## src/rtl/tl45_prefetch_if.sv

```systemverilog
// Instruction memory request/acknowledge bus.
// Handshake: the master raises mem_req with mem_addr and holds both steady
// until the slave pulses mem_ack for one cycle together with mem_data. The
// transfer completes on the clock edge where mem_req and mem_ack are both
// high. The bus cannot abort, so a request always runs to its ack.
interface tl45_prefetch_if;
   logic        mem_req;
   logic [31:0] mem_addr;
   logic        mem_ack;
   logic [31:0] mem_data;

   modport master (output mem_req, output mem_addr, input mem_ack, input mem_data);
   modport slave  (input mem_req, input mem_addr, output mem_ack, output mem_data);
endinterface

```

## src/rtl/tl45_prefetch.sv

```systemverilog
// TL45 instruction fetch stage: issues word fetches on the memory bus, queues
// returned {pc, inst} pairs in a DEPTH-entry FIFO and presents one per cycle
// to decode. Redirects (flush / new PC) clear the FIFO. A redirect that lands
// while a request is outstanding parks the FSM in DISCARD until the stale ack
// arrives.
module tl45_prefetch #(
   parameter int          DEPTH    = 4,
   parameter logic [31:0] RESET_PC = 32'h0
) (
   input  logic                  i_clk,
   input  logic                  i_reset,
   input  logic                  i_pipe_stall,
   input  logic                  i_pipe_flush,
   input  logic                  i_new_pc,
   input  logic [31:0]           i_pc,
   tl45_prefetch_if.master       mem_bus,
   output logic [31:0]           o_buf_pc,
   output logic [31:0]           o_buf_inst,
   output logic                  o_buf_valid,
   output logic [1:0]            o_dbg_state
);

   localparam int AW = $clog2(DEPTH);
   localparam int CW = AW + 1;
   localparam logic [CW-1:0] C_DEPTH = CW'(DEPTH);
   localparam logic [CW-1:0] C_ONE   = CW'(1);
   localparam logic [AW-1:0] PTR_ONE = AW'(1);

   typedef enum logic [1:0] {
      S_IDLE    = 2'd0,
      S_REQ     = 2'd1,
      S_DISCARD = 2'd2
   } state_t;

   state_t        r_state;
   logic          r_mem_req;
   logic [31:0]   r_mem_addr;
   logic [31:0]   r_fetch_pc;
   logic [31:0]   r_deliver_pc;
   logic [31:0]   r_fifo_pc   [DEPTH];
   logic [31:0]   r_fifo_inst [DEPTH];
   logic [AW-1:0] r_wr_ptr;
   logic [AW-1:0] r_rd_ptr;
   logic [CW-1:0] r_count;

   logic          w_redirect;
   logic [31:0]   w_redir_pc;
   logic          w_ack;
   logic          w_push;
   logic          w_pop;
   logic [CW-1:0] w_count_next;
   logic          w_credit_now;
   logic          w_credit_next;
   logic [31:0]   w_fetch_inc;
   logic [31:0]   w_head_pc;
   logic [31:0]   w_head_inst;

   // Redirect target: masking keeps the word alignment explicit.
   assign w_redirect    = i_pipe_flush | i_new_pc;
   assign w_redir_pc    = i_new_pc ? (i_pc & ~32'h3) : r_deliver_pc;
   assign w_ack         = mem_bus.mem_ack;
   // Only an ack in REQ carries live data; acks in DISCARD or under redirect drop.
   assign w_push        = (r_state == S_REQ) && w_ack && !w_redirect;
   assign w_pop         = !w_redirect && !i_pipe_stall && (r_count != '0);
   assign w_count_next  = r_count + (w_push ? C_ONE : '0) - (w_pop ? C_ONE : '0);
   // A credit is one FIFO slot not already claimed by data or an outstanding request.
   assign w_credit_now  = (r_count < C_DEPTH);
   assign w_credit_next = (w_count_next < C_DEPTH);
   assign w_fetch_inc   = r_fetch_pc + 32'd4;
   assign w_head_pc     = r_fifo_pc[r_rd_ptr];
   assign w_head_inst   = r_fifo_inst[r_rd_ptr];

   assign mem_bus.mem_req  = r_mem_req;
   assign mem_bus.mem_addr = r_mem_addr;
   assign o_dbg_state      = r_state;

   // Fetch FSM: owns fetch_pc and the registered bus request/address.
   always_ff @(posedge i_clk) begin
      if (i_reset) begin
         r_state    <= S_IDLE;
         r_fetch_pc <= RESET_PC;
         r_mem_req  <= 1'b0;
         r_mem_addr <= 32'h0;
      end else if (w_redirect) begin
         r_fetch_pc <= w_redir_pc;
         if ((r_state != S_IDLE) && !w_ack) begin
            // Request still in flight at the old address: wait it out.
            r_state <= S_DISCARD;
         end else begin
            r_state   <= S_IDLE;
            r_mem_req <= 1'b0;
         end
      end else begin
         case (r_state)
            S_IDLE: begin
               if (w_credit_now) begin
                  r_state    <= S_REQ;
                  r_mem_req  <= 1'b1;
                  r_mem_addr <= r_fetch_pc;
               end
            end
            S_REQ: begin
               if (w_ack) begin
                  r_fetch_pc <= w_fetch_inc;
                  if (w_credit_next) begin
                     r_mem_addr <= w_fetch_inc;
                  end else begin
                     r_state   <= S_IDLE;
                     r_mem_req <= 1'b0;
                  end
               end
            end
            S_DISCARD: begin
               if (w_ack) begin
                  if (w_credit_next) begin
                     r_state    <= S_REQ;
                     r_mem_addr <= r_fetch_pc;
                  end else begin
                     r_state   <= S_IDLE;
                     r_mem_req <= 1'b0;
                  end
               end
            end
            default: begin
               r_state   <= S_IDLE;
               r_mem_req <= 1'b0;
            end
         endcase
      end
   end

   // Prefetch FIFO and decode-facing output buffer.
   always_ff @(posedge i_clk) begin
      if (i_reset) begin
         r_count      <= '0;
         r_wr_ptr     <= '0;
         r_rd_ptr     <= '0;
         o_buf_pc     <= 32'h0;
         o_buf_inst   <= 32'h0;
         o_buf_valid  <= 1'b0;
         r_deliver_pc <= RESET_PC;
      end else if (w_redirect) begin
         r_count      <= '0;
         r_wr_ptr     <= '0;
         r_rd_ptr     <= '0;
         o_buf_pc     <= 32'h0;
         o_buf_inst   <= 32'h0;
         o_buf_valid  <= 1'b0;
         r_deliver_pc <= w_redir_pc;
      end else begin
         if (w_push) begin
            r_fifo_pc[r_wr_ptr]   <= r_fetch_pc;
            r_fifo_inst[r_wr_ptr] <= mem_bus.mem_data;
            r_wr_ptr              <= r_wr_ptr + PTR_ONE;
         end
         if (!i_pipe_stall) begin
            if (r_count != '0) begin
               o_buf_pc     <= w_head_pc;
               o_buf_inst   <= w_head_inst;
               o_buf_valid  <= 1'b1;
               r_deliver_pc <= w_head_pc + 32'd4;
               r_rd_ptr     <= r_rd_ptr + PTR_ONE;
            end else begin
               o_buf_pc    <= 32'h0;
               o_buf_inst  <= 32'h0;
               o_buf_valid <= 1'b0;
            end
         end
         r_count <= w_count_next;
      end
   end

endmodule

```

## src/flat_wrapper.sv

```systemverilog
// flat-port wrapper written by rule: the top's interface ports become plain ports
module tl45_prefetch_flat 
#(
   parameter int          DEPTH    = 4,
   parameter logic [31:0] RESET_PC = 32'h0
)
  (i_clk, i_reset, i_pipe_stall, i_pipe_flush, i_new_pc, i_pc, o_buf_pc, o_buf_inst, o_buf_valid, o_dbg_state, mem_bus_mem_req, mem_bus_mem_addr, mem_bus_mem_ack, mem_bus_mem_data);
  tl45_prefetch_if mem_bus_i ();
  input  logic i_clk;
  input  logic i_reset;
  input  logic i_pipe_stall;
  input  logic i_pipe_flush;
  input  logic i_new_pc;
  input  logic [31:0] i_pc;
  output logic [31:0] o_buf_pc;
  output logic [31:0] o_buf_inst;
  output logic o_buf_valid;
  output logic [1:0] o_dbg_state;
  output wire logic [$bits(mem_bus_i.mem_req)-1:0] mem_bus_mem_req;
  output wire logic [$bits(mem_bus_i.mem_addr)-1:0] mem_bus_mem_addr;
  input wire logic [$bits(mem_bus_i.mem_ack)-1:0] mem_bus_mem_ack;
  input wire logic [$bits(mem_bus_i.mem_data)-1:0] mem_bus_mem_data;
  assign mem_bus_mem_req = mem_bus_i.mem_req;
  assign mem_bus_mem_addr = mem_bus_i.mem_addr;
  assign mem_bus_i.mem_ack = mem_bus_mem_ack;
  assign mem_bus_i.mem_data = mem_bus_mem_data;
  tl45_prefetch #(.DEPTH(DEPTH), .RESET_PC(RESET_PC)) u_core (.i_clk(i_clk), .i_reset(i_reset), .i_pipe_stall(i_pipe_stall), .i_pipe_flush(i_pipe_flush), .i_new_pc(i_new_pc), .i_pc(i_pc), .mem_bus(mem_bus_i), .o_buf_pc(o_buf_pc), .o_buf_inst(o_buf_inst), .o_buf_valid(o_buf_valid), .o_dbg_state(o_dbg_state));
endmodule
```

## config.mk

```make
export PLATFORM = sky130hd
export DESIGN_NAME = tl45_prefetch_flat
export DESIGN_NICKNAME = d
export VERILOG_FILES = /design/src/rtl/tl45_prefetch_if.sv /design/src/rtl/tl45_prefetch.sv /design/src/flat_wrapper.sv
export SDC_FILE = /design/constraint.sdc
export NUM_CORES = 1
export LEC_CHECK = 0
export BUFFER_PORTS_ARGS = -buffer_cell sky130_fd_sc_hd__buf_2
export CAP_MARGIN = 20
export CORE_MARGIN = 10
export CORE_UTILIZATION = 40
export CTS_BUF_LIST = sky130_fd_sc_hd__clkbuf_2 sky130_fd_sc_hd__clkbuf_4 sky130_fd_sc_hd__clkbuf_8
export DETAILED_ROUTE_END_ITERATION = 6
export SYNTH_ARGS = -nofsm -noshare
export SYNTH_HDL_FRONTEND = slang
export SYNTH_SLANG_ARGS = --single-unit
```

## constraint.sdc

```tcl
create_clock -name i_clk -period 4.95 [get_ports i_clk]
set_clock_uncertainty 0.05 [all_clocks]
set_input_delay 0.99 -clock i_clk [delete_from_list [all_inputs] [get_ports i_clk]]
set_output_delay 0.99 -clock i_clk [all_outputs]
set_load 0.05 [all_outputs]
```

Yosys cells after proc, flatten, opt, wreduce, memory -nomap -nowiden
Memories as Yosys holds them, arrays and structs flattened. A register that Yosys moved wholly into a read port is not among the register bits.
Cells that the tools add are included.
Operators by class
  add/sub/neg operators: 6
  $lt $le $gt $ge: 2
  eq/ne operators: 15
  multiplexer cells: 40
  bitwise gates (word level): 3
  reduce and logical (&&, ||, !) cells: 23
Operators with widths (number)
  $mux 32: 14
  $pmux 32 s3: 1
  $add 32x3->32 const B: 2
  $mux 2: 10
  $mux 1: 13
  $ne 3x2->1 const B: 4
  $ne 2x1->1 const B: 4
  $reduce_and 4->1: 2
  $reduce_bool 2->1: 4
  $reduce_and 7->1: 1
  $lt 3x3->1 const B: 2
  $ne 2x2->1 const B: 3
  $ne 3x1->1 const B: 2
  $pmux 2 s3: 1
  $reduce_and 2->1: 3
  $reduce_bool 3->1: 2
  $logic_and 1x1->1: 5
  $add 2x1->2 const B: 2
  $reduce_or 2->1: 2
  $add 3x3->3: 1
  $logic_not 1->1: 3
  $sub 3x3->3: 1
  $eq 2x1->1 const B: 1
  $eq 2x2->1 const B: 1
  other kinds (4): 5
Storage, ports and cells
  bits in registers: 171
  bits in writable memories: 256
  input port bits: 70
  memories kept: 2
Memory list
  u_core.r_fifo_inst: words 4, width 32, rd ports 1, clocked after Yosys merged registers in 1, write ports 1, RTL line tl45_prefetch.sv:41  | logic [31:0] r_fifo_inst [DEPTH];
  u_core.r_fifo_pc: words 4, width 32, rd ports 1, clocked after Yosys merged registers in 1, write ports 1, RTL line tl45_prefetch.sv:40  | logic [31:0] r_fifo_pc [DEPTH];

Longest topological paths before layout
Gate-level depths: netlist of the first run.
  depth in word-level cells: 11
  gate-level depth with buffers: 15
  mapped depth without buffers: 13

Worst setup path after synthesis of the first run
Ideal clock, no wire load.
  kind: input to register
  start: input port i_pipe_stall
  end: register u_core.r_mem_addr[0], in the netlist u_core.mem_bus.mem_addr[0]
  library setup time: 0.128 ns
  arrival time: 4.095 ns
  slack: 0.677 ns
  stages on the path: 15
  buffers on the path: 4
  cell sequence: clkbuf_1 or2_2 clkbuf_1 clkbuf_1 nor2_1 ha_1 inv_1 ha_1 fa_1 xor3_1 nand2_1 a21oi_1 clkbuf_1 mux2i_1 nor2_1
On the way
  word-level cells in the longest chain between the ends: 8
Ends and longest elaborated chain
  from (decl): RTL line flat_wrapper.sv:11  | input logic i_pipe_stall;
  $logic_not 1->1 (*): RTL line tl45_prefetch.sv:64  | assign w_pop = !w_redirect && !i_pipe_stall && (r_count != '0);
  $logic_and 1x1->1 (*) (2 in a row): RTL line tl45_prefetch.sv:64
  $mux 1 (*): RTL line tl45_prefetch.sv:65  | assign w_count_next = r_count + (w_push ? C_ONE : '0) - (w_pop ? C_ONE : '0);
  $sub 3x3->3 (*): RTL line tl45_prefetch.sv:65
  $lt 3x3->1 (*): RTL line tl45_prefetch.sv:68  | assign w_credit_next = (w_count_next < C_DEPTH);
  $ne 2x1->1 (no source line)
  $reduce_and 7->1 (no source line) (*)
  to (signal assigned): RTL line tl45_prefetch.sv:99  | r_mem_addr <= r_fetch_pc;
  to (signal assigned): RTL line tl45_prefetch.sv:106  | r_mem_addr <= w_fetch_inc;
  to (signal assigned): RTL line tl45_prefetch.sv:117  | r_mem_addr <= r_fetch_pc;
  to (decl): RTL line tl45_prefetch.sv:37  | logic [31:0] r_mem_addr;
Every way passes the cells marked *; elsewhere a longest branch is shown, timed or not.
A chain may end at the register's enable or synchronous reset.

Worst setup path in the final report of the first run
  start: register u_core.r_state[1], in the netlist u_core.o_dbg_state[1]
  end: register u_core.r_mem_addr[19], in the netlist u_core.mem_bus.mem_addr[19]
On the way
  word-level cells in the longest chain between the ends: 9
Ends and longest elaborated chain
  from (decl): RTL line tl45_prefetch.sv:35  | state_t r_state;
  from (signal assigned): RTL line tl45_prefetch.sv:80  | r_state <= S_IDLE;
  from (signal assigned): RTL line tl45_prefetch.sv:88  | r_state <= S_DISCARD;
  from (signal assigned): RTL line tl45_prefetch.sv:90  | r_state <= S_IDLE;
  $eq 2x1->1: RTL line tl45_prefetch.sv:63, tl45_prefetch.sv:94
  $logic_and 1x1->1 (2 in a row): RTL line tl45_prefetch.sv:63  | assign w_push = (r_state == S_REQ) && w_ack && !w_redirect;
  $mux 1: RTL line tl45_prefetch.sv:65
  $add 3x3->3: RTL line tl45_prefetch.sv:65
  $sub 3x3->3: RTL line tl45_prefetch.sv:65
  $lt 3x3->1: RTL line tl45_prefetch.sv:68
  $ne 2x1->1 (no source line)
  $reduce_and 7->1 (no source line)
Several ways; a longest one is shown, not always the timed one.

==> reports/metrics.yaml, run 1 <==
status: "finished, final reports clean"
vias: 11650
cp_cell_sequence: "inv_1, ha_1, buf_4, nand2_1, nor2_1, ha_1, fa_1, xor3_1, nand2_1, a21oi_4, buf_12, nor2_1, a211oi_1"
grt_start_max_net_pins: 83
finalCriticalPeriod_ps: 3537
synth_area_um2: 17480
cp-end-kind: "flop"
p_comb_share_pct: 4.7
via_per_inst: 5.447
die_w_um: 229.0
fin_setup_tns_ps: 0
insertion_delay_ps: 630
htree_levels: 3
placement.io_buffers: 167
finalSetupViolCount: 0
path_max_fanout: 60
routedWlPerCell_um: 21.58
hold_path_class: "reg -> reg"
cts_setup_buffers: 0
p_sw_uw: 1761
clock_path_buffers: 3
fin_crit_sh_pct: 71.46
gp_congestion: 0.8313
hold_violations: 0
grt_pass1_wl_mm: 71.36
wl_mm: 46.16
cts_resized: 0
swShare_pct: 22.91
required_ps: 5410
reg2reg_setup_slack_ps: 1410
num-fill-cells: 3909
async_reset_ff_share_pct: 0
ant_nets: 0
place_area_um2: 18990
die_h_um: 229.0
grt_pass1_vias: 11920
drc_errors: 0
leakagePower_uw: 0.007206
num_rows: 76
drv_cap: 0
finalNetCount: 1573
drt_pass1_iterations: 5
ys.flop_type: "edfxtp_1"
seq_area_frac_synth_pct: 63.80
ios: 170
overflow: 0
fmax_mhz: 282.7
tightestPinTransition_ps: 1185
final_area_um2: 20620
cts_root_buf: "clkbuf_8"
cp_slowest_stage_delay_ps: 390
die-area_um2: 52460
cts_sinks: 429
synth-edff-count: 256
drt_first_iter_violations: 976
intPower_uw: 5926
netlist_instances: 1310
slew_violations: 0
cts_tree: "done"
power.share.sequential_pct: 50.4
track_usage_pct: 17.42
numCtsBuffers: 74
finalPower_uw: 7686
setup_slack_ps: 1413
syn_to_final_growth_pct: 17.96
dp_slack_ps: 1024
layout-drive-gt1-share_pct: 26.34
critPathSlowestCell: "xor3_1"
start_kind: "flop"
whs_ps: 405.0
clk_pin_slew_ps: 60
post-dp-hpwl_mm: 29.52
antenna_found_initial: 0
synth_seq_cells: 429
synth.avg_cell_area_um2: 13.34
synth_cell_types: 60
hold_buffers: 0
rsz0062_at_grt: "no"
worstPathArrival_ps: 4000
worstSetupPathType: "reg -> reg"
synth_nets: 1392
vdd_drop_max_v: 0.0001533
p_clk_share_pct: 45.0
yosys_warnings: 0
p_per_area_nw_per_um2: 372.8
core_area_um2: 43170
initial_utilization_pct: 40.49
relSlewSlack_pct: 20.69
## worst max-delay path, delay by kind of cell, from the launching register on
| kind | cells | cell delay [ps] |
|---|---|---|
| flip-flops | 1 | 370 |
| adder cells (fa/ha/maj) | 3 | 770 |
| AND/OR/NAND/NOR | 4 | 650 |
| buffers and inverters | 3 | 590 |
| AO/OA/AOI/OAI | 2 | 570 |
| XOR/XNOR | 1 | 390 |
## flip-flops by register name, summed over array words and instances (netlist names), named ones only
register	flops
u_core.mem_bus.mem_addr	32
u_core.mem_bus.mem_req	1
u_core.o_buf_inst	32
u_core.o_buf_pc	32
u_core.o_buf_valid	1
u_core.o_dbg_state	2
u_core.r_count	3
u_core.r_deliver_pc	32
u_core.r_fetch_pc	32
u_core.r_fifo_inst	128
u_core.r_fifo_pc	128
u_core.r_rd_ptr	2
u_core.r_wr_ptr	2
## per-layer routing
metal	vias to the layer above	GRT usage [%]	part of all wire, %
met5	-	0	0
met4	0	6.207	2.5
met3	85	4.561	6.6
met2	366	28.83	49
met1	5814	21.67	42
li1	5386	-	-
## through the flow
stage | cells | utilization, %
global route | 2138 | 47.75
floorplan | 1310 | -
CTS | 2138 | 47.75
global placement | 2000 | 43.99
finish | 2139 | 47.76
detailed placement | 2000 | 43.99
## cells in the mapped netlist, types with 20 or more instances
cell type / instances / share of area (%)
nor3_1: 30 / 0.86
nor2_1: 97 / 2.1
o22ai_1: 20 / 0.72
nand3_1: 28 / 0.80
mux4_2: 55 / 7.1
and3_1: 20 / 0.72
nand2_1: 105 / 2.3
dfxtp_1: 173 / 20
clkbuf_1: 68 / 1.5
o21ai_0: 51 / 1.5
nand4_1: 21 / 0.75
edfxtp_1: 256 / 44
a211oi_1: 42 / 1.8
a22o_1: 50 / 2.5
xor2_1: 41 / 2.1
a21oi_1: 62 / 1.8
## cell usage in the layout (no fill, tap or decap), drive strengths merged, types with 9 or more instances in the layout
cell	count
nand3	28
a211oi	42
and2	13
nand2	105
clkbuf	112
clkinv	17
xor2	41
a22o	50
a21oi	62
nor2	97
a31oi	9
inv	15
xnor2	16
ha	11
dfxtp	173
o21ai	51
nand4	24
and3	22
a22oi	14
nor3	30
o21a	11
edfxtp	256
and4	9
mux4	64
mux2i	9
buf	197
o22ai	20
## path summary, 6_finish.rpt
kind | startpoint | cells past startpoint | to
hold / removal | u_core.o_buf_valid$_SDFFE_PP0N_ | 2 | u_core.o_buf_valid$_SDFFE_PP0N_
hold reg to reg | u_core.o_buf_valid$_SDFFE_PP0N_ | 2 | u_core.o_buf_valid$_SDFFE_PP0N_
setup / recovery | u_core.o_dbg_state[1]$_SDFFE_PP0P_ | 13 | u_core.mem_bus.mem_addr[19]$_SDFFE_PP0P_
setup reg to reg | u_core.o_dbg_state[1]$_SDFFE_PP0P_ | 13 | u_core.mem_bus.mem_addr[19]$_SDFFE_PP0P_
## layout make-up
class                      instances  area (um2)  share of cell area, %
antenna                            1       2.502                0.01214
clock buffer                     112        1366                  6.627
clock inverter                    26       259.0                  1.256
inverter                          12       45.04                 0.2185
multi-input combinational        777        5893                  28.58
sequential                       429       11160                  54.11
tap                              585       732.0                  3.550
timing repair buffer             197        1164                  5.644
## cell families after synthesis
| logic type | Yosys count | share of synthesized area [%] |
|---|---|---|
| compound gates | 283 | 10.90 |
| xor+xnor | 58 | 2.992 |
| fa+ha+maj | 12 | 0.9020 |
| buf+inv | 104 | 2.656 |
| flops | 429 | 63.80 |
| mux | 73 | 8.956 |
| simple gates | 351 | 9.793 |
## power by group through the flow
stage	Combinational, uW	Clock, uW	Sequential (uW)
floorplan	174	0	3990
global placement	353	0	3940
detailed placement	360	0	3950
CTS	361	3550	3870
global route	392	3740	3870
finish	359	3460	3870
Power figures use the tool's default switching activity.
==> run 2, diff against run 1 <==
==> constraint.sdc (replaced) <==
create_clock -name i_clk -period 3.2 [get_ports i_clk]
set_clock_uncertainty 0.05 [all_clocks]
set_input_delay 0.64 -clock i_clk [delete_from_list [all_inputs] [get_ports i_clk]]
set_output_delay 0.64 -clock i_clk [all_outputs]
set_load 0.05 [all_outputs]
==> reports/metrics.yaml, run 2 (same netlist as run 1, synthesis figures left out) <==
fin_crit_sh_pct: 93.17
placement.io_buffers: 167
highest_layer: "met4"
core_area_um2: 43170
drc_errors: 0
start_kind: "flop"
whs_ps: 204.1
drt_first_iter_violations: 823
final_cell_mix: "edfxtp_1 (256), dfxtp_1 (171), buf_2 (166)"
initial_utilization_pct: 40.49
met1_length_mm: 19.28
die_h_um: 229.0
worstPathArrival_ps: 3430
hold_buffers: 0
reg2regPathDepth: 13
drt_pass1_iterations: 5
wl_mm: 46.09
overflow: 0
mostFrequentLayoutCell: "edfxtp_1"
required_ps: 3650
cp_slowest_stage_delay_ps: 350
r2r-start: "u_core.r_count[1]$_SDFF_PP0_"
htree_levels: 3
num-fill-cells: 3851
crit_end: "u_core.mem_bus.mem_addr[29]$_SDFFE_PP0P_"
finalCriticalPeriod_ps: 2981
wl_met3_mm: 2.896
post-dp-hpwl_mm: 30.49
ant_nets: 0
hold_violations: 0
cts_tree: "done"
track_usage_pct: 17.26
finalSetupViolCount: 0
vias: 11690
die-area_um2: 52460
clk_pin_slew_ps: 60
insertion_delay_ps: 600
status: "finished, final reports clean"
cts_root_buf: "clkbuf_8"
ios: 170
path_max_fanout: 60
p_per_area_nw_per_um2: 550.7
reg2reg_to: "u_core.mem_bus.mem_addr[29]$_SDFFE_PP0P_"
seq_area_um2: 11160
wl_met2_mm: 22.71
antenna_found_initial: 2
reg2reg_setup_slack_ps: 220
die_w_um: 229.0
layout-drive-gt1-share_pct: 27.45
hold_depth: 1
final-instance-count-excl-fill: 2157
cp_cell_sequence: "nor3_1, or2_4, nor2_2, ha_1, inv_1, ha_2, fa_2, xor3_1, nand2_1, a21oi_4, buf_12, nor2_1, a311oi_1"
top_regs: "u_core.r_fifo_inst x128, u_core.r_fifo_pc x128"
leakagePower_uw: 0.007252
grt_pass1_vias: 11830
fin_setup_tns_ps: 0
cts_sinks: 429
worstSetupPathType: "reg -> reg"
num_rows: 76
drv_cap: 0
cts_resized: 0
via_per_inst: 5.418
clock_path_buffers: 3
hold_path_class: "in -> reg"
rsz0062_at_grt: "no"
finalNetCount: 1597
critPathSlowestCell: "fa_2"
crit_path_start: "u_core.r_count[1]$_SDFF_PP0_"
vdd_drop_max_v: 0.0002327
cts_setup_buffers: 0
fmax_mhz: 335.4
placedCellCount: 2026
multi_input_area_um2: 5903
syn_to_final_growth_pct: 18.31
relSlewSlack_pct: 53.62
cp-end-kind: "flop"
grt_start_max_net_pins: 61
gp_congestion: 0.8748
routedWlPerCell_um: 21.37
numCtsBuffers: 72
tightestPinTransition_ps: 695.7
slew_violations: 0
grt_pass1_wl_mm: 70.68
## run 2: changes by cell type in the layout (fill, tap and decap cells not counted), sizes merged
cell      before  now
buf          197  223
clkinv        17   14
bufinv         4    0
clkbuf       112  109
clkinvlp       2    3
diode          1    2
## run 2: report_power, final
group          total (uW)  internal, uW  switching, uW
Sequential           5980          5910           65.0
Clock                4830          2660           2170
Combinational         580           186            394
## run 2: worst min path at each step
stage	slack, ps	from	endpoint
after floorplan	400	u_core.r_fetch_pc[14]$_SDFFE_PP0P_	u_core.r_fifo_pc[0][14]$_DFFE_PP_
after global placement	390	u_core.o_buf_valid$_SDFFE_PP0N_	u_core.o_buf_valid$_SDFFE_PP0N_
after detailed placement	410	u_core.o_buf_valid$_SDFFE_PP0N_	u_core.o_buf_valid$_SDFFE_PP0N_
after CTS	140	mem_bus_mem_data[8]	u_core.r_fifo_inst[2][8]$_DFFE_PP_
after global routing	160	mem_bus_mem_data[20]	u_core.r_fifo_inst[0][20]$_DFFE_PP_
final	200	mem_bus_mem_data[20]	u_core.r_fifo_inst[0][20]$_DFFE_PP_
## run 2: metal layers
metal	GRT usage, %	vias to the layer above
li1	-	5420
met1	21.23	5836
met2	28.81	347
met3	4.438	83
met4	6.311	0
met5	0	-
## run 2: worst max-delay path: cells and delay by family, from the launching register on
kind | cells | cell delay [ps]
XOR/XNOR | 1 | 290
AND/OR/NAND/NOR | 5 | 680
AO/OA/AOI/OAI | 2 | 420
adder cells (fa/ha/maj) | 3 | 800
buffers and inverters | 2 | 300
flip-flops | 1 | 340
## run 2: cell type report
| class | count | area share, % |
|---|---|---|
| multi-input cells | 777 | 28.55 |
| flip-flops and latches | 429 | 53.95 |
| clock buffers | 109 | 6.408 |
| clock inverters | 20 | 0.5627 |
| inverters | 12 | 0.2178 |
| well taps | 585 | 3.540 |
| repair buffers | 223 | 6.753 |
| diodes | 2 | 0.02420 |
## run 2: through the flow
step           worst slack (ps)  total power, uW  utilization [%]  instance area, um2
6_report                  218.6            11390            47.90               20680
5_1_grt                   28.14            11860            47.89               20670
2_1_floorplan            -93.38             6448                -               17550
4_1_cts                   199.9            11550            47.89               20670
3_3_place_gp              21.96             6659            44.55               19230
3_5_place_dp             -44.97             6673            44.55               19230
==> run 3, diff against run 2 <==
--- a/config.mk
+++ b/config.mk
@@ -8,8 +8,8 @@
 export BUFFER_PORTS_ARGS = -buffer_cell sky130_fd_sc_hd__buf_2
 export CAP_MARGIN = 20
 export CORE_MARGIN = 10
-export CORE_UTILIZATION = 40
-export CTS_BUF_LIST = sky130_fd_sc_hd__clkbuf_2 sky130_fd_sc_hd__clkbuf_4 sky130_fd_sc_hd__clkbuf_8
+export CORE_UTILIZATION = 38
+export CTS_BUF_LIST = sky130_fd_sc_hd__clkbuf_8 sky130_fd_sc_hd__clkbuf_16
 export DETAILED_ROUTE_END_ITERATION = 6
 export SYNTH_ARGS = -nofsm -noshare
 export SYNTH_HDL_FRONTEND = slang
==> reports/metrics.yaml, run 3 (same netlist as run 1, synthesis figures left out) <==
layout-drive-gt1-share_pct: 25.38
die_h_um: 234.5
grt_pass1_vias: 11790
cts_root_buf: "clkbuf_16"
worstSetupPathType: "reg -> reg"
core_area_um2: 45380
critPathTopFamily: "adder cells"
drt_first_iter_violations: 832
hold_violations: 0
whs_ps: 229.0
vias: 11630
fmax_mhz: 341.2
fin_crit_sh_pct: 91.58
numCtsBuffers: 45
gp_congestion: 0.8294
start_kind: "flop"
drt_pass1_iterations: 5
hold_buffers: 0
post-dp-hpwl_mm: 31.32
grt_start_max_net_pins: 99
slew_violations: 0
antenna_found_initial: 3
vdd_drop_max_v: 0.0003435
initial_utilization_pct: 38.51
finalPower_uw: 11810
via_per_inst: 5.449
num-fill-cells: 4082
drv_cap: 0
finalNetCount: 1578
critPathSlowestCell: "fa_2"
die-area_um2: 54970
worstPathArrival_ps: 3370
overflow: 0
insertion_delay_ps: 580
placement.io_buffers: 167
tightestPinTransition_ps: 634.5
status: "finished, final reports clean"
final_cell_mix: "edfxtp_1 (256), dfxtp_1 (171), buf_2 (166)"
hold_path_class: "in -> reg"
num_rows: 78
p_per_area_nw_per_um2: 566.0
cp_slowest_stage_delay_ps: 350
cts_sinks: 429
relSlewSlack_pct: 57.25
track_usage_pct: 17.05
top_regs: "u_core.r_fifo_inst x128, u_core.r_fifo_pc x128"
clock_path_buffers: 3
cp_cell_sequence: "nor3_2, or2_4, nor2_2, ha_1, inv_1, ha_2, fa_2, xor3_1, nand2_1, a21oi_4, buf_12, nor2_1, a311oi_1"
cp-end-kind: "flop"
grt_pass1_wl_mm: 71.82
leakagePower_uw: 0.007325
finalSetupViolCount: 0
crit_buf_inv: 2
routedWlPerCell_um: 22.25
clk_pin_slew_ps: 60
syn_to_final_growth_pct: 19.41
wl_mm: 47.49
ios: 170
cts_tree: "done"
die_w_um: 234.5
htree_levels: 2
required_ps: 3640
path_max_fanout: 30
rsz0062_at_grt: "no"
drc_errors: 0
finalCriticalPeriod_ps: 2931
mostFrequentLayoutCell: "edfxtp_1"
ant_nets: 0
run 3: stage by stage:
stage / cell area (um2) / TNS [ps] / utilization, % / setup WS [ps] / instances
floorplan: 17550 / -1898 / - / -93.38 / 1310
global placement: 19310 / -5.283 / 42.56 / -4.382 / 2046
detailed placement: 19310 / -1414 / 42.56 / -123.6 / 2046
CTS: 20810 / 0 / 45.86 / 175.3 / 2130
global route: 20870 / 0 / 45.99 / 17.93 / 2134
finish: 20870 / 0 / 45.99 / 269.4 / 2134
run 3: power by group:
group	switching [uW]	total, uW	leakage, uW	internal (uW)
logic	409	607	0.00285	197
registers	65.3	5970	0.00369	5910
clock network	2170	5230	0.000787	3060
run 3: path summary, 6_finish.rpt:
path	start	end	slack, ps	cells after the start
min	mem_bus_mem_data[28]	u_core.r_fifo_inst[1][28]$_DFFE_PP_	230	1
min reg2reg	u_core.o_buf_valid$_SDFFE_PP0N_	u_core.o_buf_valid$_SDFFE_PP0N_	400	2
max reg2reg	u_core.r_count[1]$_SDFF_PP0_	u_core.mem_bus.mem_addr[31]$_SDFFE_PP0P_	270	13
max	u_core.r_count[1]$_SDFF_PP0_	u_core.mem_bus.mem_addr[31]$_SDFFE_PP0P_	270	13
run 3: cell type report:
| cell class | count | area (um2) | area share [%] |
|---|---|---|---|
| timing repair buffer | 231 | 1511 | 7.242 |
| tap | 600 | 750.7 | 3.597 |
| inverter | 12 | 45.04 | 0.2158 |
| sequential | 429 | 11160 | 53.45 |
| multi-input combinational | 777 | 5908 | 28.31 |
| clock buffer | 52 | 1222 | 5.857 |
| clock inverter | 32 | 274.0 | 1.313 |
| antenna | 1 | 2.502 | 0.01199 |
run 3: timing repair:
item / CTS / global route
setup endpoints to repair: 0 / 25
endpoints found under the hold margin: 0 / 0
setup buffers: 0 / 2
resized for setup: 0 / 1
run 3: worst reg2reg max path: stages (launching register included):
cell,delay [ps]
dfxtp_1,330
nor3_2,220
or2_4,160
nor2_2,40
ha_1,280
inv_1,40
ha_2,180
fa_2,350
xor3_1,290
nand2_1,120
a21oi_4,250
buf_12,220
nor2_1,70
a311oi_1,240
run 3: layer usage:
metal / vias to the layer above / global-route usage, % / share of wire [%]
met2: 342 / 28.23 / 49
met5: - / 0 / 0.044
met3: 60 / 3.732 / 6.4
met4: 4 / 4.486 / 1.9
met1: 5847 / 22.32 / 43
li1: 5375 / - / -
